$ cat src/rtl/pci_irq_requester.sv
// rtl/pci_irq_requester.sv - edge-capturing interrupt requester for the PCI bridge
// Tracks the bridge's two-pulse IRQ_ACK handshake with per-pulse timeout and a post-service holdoff.
module pci_irq_requester #(
  parameter int NUM_SOURCES    = 4,
  parameter int ACK_TIMEOUT    = 100,
  parameter int HOLDOFF_CYCLES = 2,
  parameter int CNT_WIDTH      = 16
) (
  input  logic                   clk,
  input  logic                   resetn,
  input  logic [NUM_SOURCES-1:0] irq_src,
  input  logic [NUM_SOURCES-1:0] irq_mask,
  input  logic                   IRQ_ACK,
  output logic                   IRQ_REQ,
  output logic [NUM_SOURCES-1:0] irq_vector,
  output logic                   busy,
  output logic [CNT_WIDTH-1:0]   timeout_count
);

  localparam int TMAX = (ACK_TIMEOUT > HOLDOFF_CYCLES) ? ACK_TIMEOUT : HOLDOFF_CYCLES;
  localparam int TW   = $clog2(TMAX + 1);
  localparam logic [TW-1:0] T_ACK  = TW'(ACK_TIMEOUT - 1);
  localparam logic [TW-1:0] T_HOLD = TW'(HOLDOFF_CYCLES);

  typedef enum logic [1:0] {
    IDLE    = 2'd0,
    REQ     = 2'd1,
    SERVICE = 2'd2,
    HOLDOFF = 2'd3
  } state_t;

  state_t                 state, state_n;
  logic [NUM_SOURCES-1:0] pending, pending_n;
  logic [NUM_SOURCES-1:0] src_prev;
  logic [NUM_SOURCES-1:0] edges, eligible;
  logic [NUM_SOURCES-1:0] vec_n;
  logic [TW-1:0]          timer, timer_n;
  logic                   req_n;
  logic [CNT_WIDTH-1:0]   cnt_n;
  logic                   cnt_sat;

  assign edges    = irq_src & ~src_prev & ~irq_mask;
  assign eligible = pending & ~irq_mask;
  assign cnt_sat  = &timeout_count;

  always_ff @(posedge clk or negedge resetn) begin
    if (!resetn) begin
      state         <= IDLE;
      pending       <= '0;
      src_prev      <= '0;
      timer         <= '0;
      IRQ_REQ       <= 1'b0;
      irq_vector    <= '0;
      busy          <= 1'b0;
      timeout_count <= '0;
    end else begin
      state         <= state_n;
      pending       <= pending_n;
      src_prev      <= irq_src;
      timer         <= timer_n;
      IRQ_REQ       <= req_n;
      irq_vector    <= vec_n;
      busy          <= (state_n != IDLE);
      timeout_count <= cnt_n;
    end
  end

  always_comb begin
    state_n   = state;
    pending_n = pending | edges;
    timer_n   = timer;
    req_n     = IRQ_REQ;
    vec_n     = irq_vector;
    cnt_n     = timeout_count;
    case (state)
      IDLE: begin
        // Fresh edges are OR'd back in after the clear so a same-cycle edge stays pending.
        if (|eligible) begin
          vec_n     = eligible;
          pending_n = (pending & ~eligible) | edges;
          req_n     = 1'b1;
          timer_n   = T_ACK;
          state_n   = REQ;
        end
      end
      REQ: begin
        if (IRQ_ACK) begin
          req_n   = 1'b0;
          timer_n = T_ACK;
          state_n = SERVICE;
        end else if (timer == '0) begin
          req_n     = 1'b0;
          pending_n = pending | edges | irq_vector;
          vec_n     = '0;
          if (!cnt_sat) cnt_n = timeout_count + CNT_WIDTH'(1);
          timer_n   = T_HOLD;
          state_n   = HOLDOFF;
        end else begin
          timer_n = timer - TW'(1);
        end
      end
      SERVICE: begin
        // Delivery was already accepted, so a service timeout is counted but not re-queued.
        if (IRQ_ACK || timer == '0) begin
          vec_n   = '0;
          timer_n = T_HOLD;
          state_n = HOLDOFF;
          if (!IRQ_ACK && !cnt_sat) cnt_n = timeout_count + CNT_WIDTH'(1);
        end else begin
          timer_n = timer - TW'(1);
        end
      end
      HOLDOFF: begin
        if (timer == '0) state_n = IDLE;
        else             timer_n = timer - TW'(1);
      end
      default: state_n = IDLE;
    endcase
  end

endmodule

$ cat config.mk
export PLATFORM = sky130hd
export DESIGN_NAME = pci_irq_requester
export DESIGN_NICKNAME = d
export VERILOG_FILES = /design/src/rtl/pci_irq_requester.sv
export SDC_FILE = /design/constraint.sdc
export NUM_CORES = 1
export LEC_CHECK = 0
export ABC_CLOCK_PERIOD_IN_PS = 2300
export BUFFER_PORTS_ARGS = -buffer_cell sky130_fd_sc_hd__buf_4
export CAP_MARGIN = 5
export CORE_MARGIN = 2
export CORE_UTILIZATION = 50
export CTS_CLUSTER_SIZE = 24
export DETAILED_ROUTE_END_ITERATION = 10
export PLACE_DENSITY = 0.84
export SLEW_MARGIN = 30
export SYNTH_ARGS = -nofsm -noshare
export SYNTH_HDL_FRONTEND = slang
export SYNTH_SLANG_ARGS = --single-unit
$ cat constraint.sdc
create_clock -name clk -period 2.3 [get_ports clk]
set_input_delay 0 -clock clk [delete_from_list [all_inputs] [get_ports clk]]
set_output_delay 0 -clock clk [all_outputs]
set_load 0.05 [all_outputs]
* After elaboration in Yosys (flattened, before gate mapping) *
Cells that the tools add are included.
W data, S select, Z words.

operators by class
  $add $sub $neg = 2
  equality and inequality tests = 11
  multiplexer cells = 31
  bitwise gates (word level) = 10
  reduce and logical (&&, ||, !) cells = 16

operator list
  operator                 number
  $mux W16                 5
  $mux W7                  5
  $pmux W16 S2             1
  $mux W4                  7
  $pmux W7 S4              1
  $add A16 B1 Y16 const B  1
  $and A4 B4 Y4            4
  $reduce_and A16 Y1       1
  $ne A2 B2 Y1 const B     7
  $not A4 Y4               3
  $or A4 B4 Y4             3
  $pmux W4 S3              1
  $mux W2                  5
  $pmux W2 S4              1
  $pmux W4 S2              1
  $logic_not A7 Y1         1
  $sub A7 B1 Y7 const B    1
  $reduce_and A6 Y1        1
  $reduce_bool A2 Y1       3
  $reduce_and A5 Y1        1
  $eq A2 B2 Y1 const B     2
  $reduce_or A4 Y1         1
  $mux W1                  3
  $ne A3 B3 Y1 const B     1
  other kinds (9)          10

storage, ports and cells
  bits in registers = 39
  word-level logic and storage cells = 78

* Logic depth before layout (Yosys ltp) *
  depth in word-level cells = 8
  depth in mapped cells = 7
  gate-level depth less buffers = 7

* Worst setup path after synthesis *
No wires, ideal clock.

  kind = register to register
  from = register timer[0]
  to = register irq_vector[0]
  arrival time = 1.868 ns
  required time = 2.175 ns
  path slack = 0.308 ns
  cell stages (with the launch flop) = 8
  period minus slack after synthesis = 1.992 ns
  cell sequence = dfrtp_1 inv_1 ha_1 nor4b_4 nand2_1 o31ai_4 and2_4 mux2_2

on the way
  cells in the longest elaborated chain, start to end = 4

ends and longest elaborated chain
  element                                 RTL line  RTL
  from (decl)                             37        logic [TW-1:0] timer, timer_n;
  from (signal assigned)                  60        timer <= timer_n;
  $logic_not A7 Y1 (*)                    91, 104
  $logic_or A1 B1 Y1                      104       if (IRQ_ACK || timer == '0) begin
  $ne A2 B2 Y1 (no source line)           -
  $reduce_and A5 Y1 (no source line) (*)  -
  to (signal assigned)                    62        irq_vector <= vec_n;
  to (decl)                               15        output logic [NUM_SOURCES-1:0] irq_vector,

Every way passes the cells marked *; elsewhere a longest branch is shown, timed or not.
A chain may end at the register's enable or synchronous reset.

* Worst setup path after layout *
  from = register timer[0]
  to = register irq_vector[3]

Same word-level chain as after synthesis.

==> reports/summary.md <==
- **result of the run** complete, no violations
- **worst hold path type** in2reg
- **worst-case headroom to the max-slew limit** 0.669
- **core region area** 0.00406 mm^2
- **number of nets with antenna violations after detailed routing** 0
- **count of TritonRoute iterations in the first routing pass** 4
- **GR Util All Layers** 0.209
- **Max Cap Violations** 0
- **worst path cell trace** inv_1 -> ha_1 -> nor4b_4 -> nand2_1 -> o31ai_4 -> and2_4 -> mux2_2
- **worst-path maximum fanout** 6
- **area of combinational cells with multiple inputs** 0.00109 mm^2
- **measured slew at the worst slew-check pin** 496 ps
- **number of flops mapped to enable cells by yosys** 0
- **post-synthesis instance total** 200
- **post-route worst setup slack** 141 ps
- **post-route minimum period** 2160 ps
- **Starting Density** 0.526
- **clock slew seen by the registers of the worst setup and hold paths** 80 ps
- **critical path start-end classification** reg2reg
- **die span in y** 69.3 um
- **HPWL after detailed placement** 3250 um
- **peak supply drop** 0.000607 V
- **post-CTS repair timing setup buffer count** 0
- **I/O Pins** 33
- **post-route worst hold slack** 9.34 ps
- **Layout Area Growth over Synthesis** 21.3%
- **post-synthesis area per instance** 10.7 um^2
- **Clock Tree Root** sky130_fd_sc_hd__clkbuf_8
- **minimum setup slack among reg-to-reg paths** 140 ps
- **number of failing hold endpoints at the final stage** 0
- **via count of the first global-routing pass** 1727
- **Hold-fix buffers, CTS** 7
- **antenna diode count** 0
- **antenna violations before repair** 0
- **Syn Std Cell Area** 0.00213 mm^2
- **Total Negative Setup Slacks** 0 ps
- **Post-synth top flop** sky130_fd_sc_hd__dfrtp_1
- **total congestion overflow** 0
- **unrepaired setup endpoints after global routing** false
- **kind of launch point of the worst setup path** flop
- **commonest non-fill, non-tap cells in the layout** 39 x sky130_fd_sc_hd__dfrtp_1, 35 x sky130_fd_sc_hd__buf_4, 23 x sky130_fd_sc_hd__nor2_1
- **depth of the CTS H-tree** 2
- **total clock sinks** 39
- **routed length per placed instance** 15.9 um
- **TritonCTS clock tree** yes
- **syn_nets** 218
- **Final nets** 263
- **cts repair resizes** 0
- **arrival time reported for the critical path endpoint** 2340 ps
- **num rows** 23
- **total of buffers placed on input and output ports** 32
- **final weighted congestion of routability-driven global placement** 0.896
- **Max clock buf depth** 2
- **Power Density** 1150 mW/mm^2
- **fraction of registers with async set or reset after synthesis** 1.00
- **number of DRC markers after the initial detailed-route iteration** 120
- **Tcrit/Tclk final** 0.939
- **sequential element share of the synthesized area** 0.457
- **synth unique cells** 52
- **yosys synthesis warning count** 0
- **Via density** 5.86
- **P_leak** 1.21 nW
- **most common library cell in the layout ignoring fill and taps** sky130_fd_sc_hd__dfrtp_1
- **delay of the slowest cell on the worst path** 440 ps
- **DRC** 0
- **fraction of final layout cells with drive strength greater than 1** 0.297
- **register cell area after layout** 976 um^2
- **total via count after detailed routing** 1734
- **WP data required** 2480 ps
- **detailed-route wire length** 4700 um
- **element type at the critical path end** flop
- **highest-delay cell along the critical path** sky130_fd_sc_hd__dfrtp_1
- **width of the die** 69.3 um
- **fill cell instance count of the final layout** 314
- **area of the die** 0.00481 mm^2
- **Inserted Clock Buffers** 5
- **maximum number of pins on one net before global-route repair** 40
- **wire length of the first global-routing pass** 8250 um
- **Final Max Slew Viols** 0
- **# setup viols final** 0
- **peak clock frequency supported by timing** 463 MHz
- **flip-flop and latch count after synthesis** 39
- **Clk Latency, worst-skew pair** 290 ps
- **worst setup slack after placement** 203 ps
- **Final Skew** 7.35 ps
final timing paths:
path	depth (start not counted)	startpoint	to
max	7	timer[0]	irq_vector[3]
min in group asynchronous	2	resetn	timeout_count[6]
min	4	irq_mask[0]	pending[0]
min reg2reg	1	timeout_count[12]	timeout_count[12]
max reg2reg	7	timer[0]	irq_vector[3]
max in group asynchronous	2	resetn	pending[3]
metrics by stage:
stage,power [mW],instance area (um^2),cells,util
floorplan,2.10,2130,200,-
global placement,2.38,2410,281,0.595
detailed placement,2.43,2410,281,0.595
CTS,2.97,2590,296,0.638
global route,3.17,2590,296,0.638
finish,2.97,2590,296,0.638
state kept, by name, summed over array words and instances, names as in the netlist:
register / cells
busy: 1
pending: 4
IRQ_REQ: 1
irq_vector: 4
src_prev: 4
state: 2
timer: 7
timeout_count: 16
synthesized netlist by cell type, types with 3 or more instances:
| library cell | count | area (um^2) |
|---|---|---|
| sky130_fd_sc_hd__a21oi_1 | 14 | 70.1 |
| sky130_fd_sc_hd__xor2_1 | 9 | 78.8 |
| sky130_fd_sc_hd__dfrtp_1 | 39 | 976 |
| sky130_fd_sc_hd__a31oi_1 | 6 | 37.5 |
| sky130_fd_sc_hd__mux2_2 | 6 | 67.6 |
| sky130_fd_sc_hd__xnor2_1 | 4 | 35.0 |
| sky130_fd_sc_hd__nand3_1 | 4 | 20.0 |
| sky130_fd_sc_hd__or2b_2 | 4 | 35.0 |
| sky130_fd_sc_hd__nand4_1 | 5 | 31.3 |
| sky130_fd_sc_hd__and4_1 | 4 | 35.0 |
| sky130_fd_sc_hd__clkbuf_8 | 3 | 41.3 |
| sky130_fd_sc_hd__nand2_1 | 14 | 52.6 |
| sky130_fd_sc_hd__nor3_1 | 5 | 25.0 |
| sky130_fd_sc_hd__o21ai_0 | 5 | 25.0 |
| sky130_fd_sc_hd__inv_1 | 7 | 26.3 |
| sky130_fd_sc_hd__ha_1 | 7 | 87.6 |
| sky130_fd_sc_hd__nor2_1 | 23 | 86.3 |
layer usage:
layer,share of wire,global-route usage,vias up
met5,0,0,-
met2,0.51,0.357,41
met1,0.44,0.270,868
met4,0.015,0.0588,0
met3,0.037,0.0422,8
li1,-,-,817
power breakdown:
part,internal [mW],switching [mW]
sequential,0.860,0.157
combinational,0.604,0.830
clock,0.273,0.248
kinds of logic (layout without fill, tap and decap cells):
family	count (synthesis)	count (layout)	share of synthesized area
flops	39	39	0.457
mux	6	6	0.0317
buf+inv	11	57	0.0334
xor+xnor	13	13	0.0534
simple gates	80	80	0.231
fa+ha+maj	7	7	0.0411
compound gates	44	44	0.152
cell type report:
cell class | count | area share
inverters | 7 | 0.0102
well taps | 50 | 0.0242
clock buffers | 7 | 0.0372
multi-input cells | 150 | 0.420
repair buffers | 42 | 0.129
flip-flops and latches | 39 | 0.377
clock inverters | 1 | 0.00290
worst max-delay path: cells and delay by family (launching register included):
family                     cells  cell delay [ps]
AOI/OAI and AO/OA              1              280
DFF                            1              440
and+or+nand+nor                3              720
muxes                          1              330
adders and majority gates      1              150
buffers and inverters          1              110
Power figures use the tool's default switching activity.
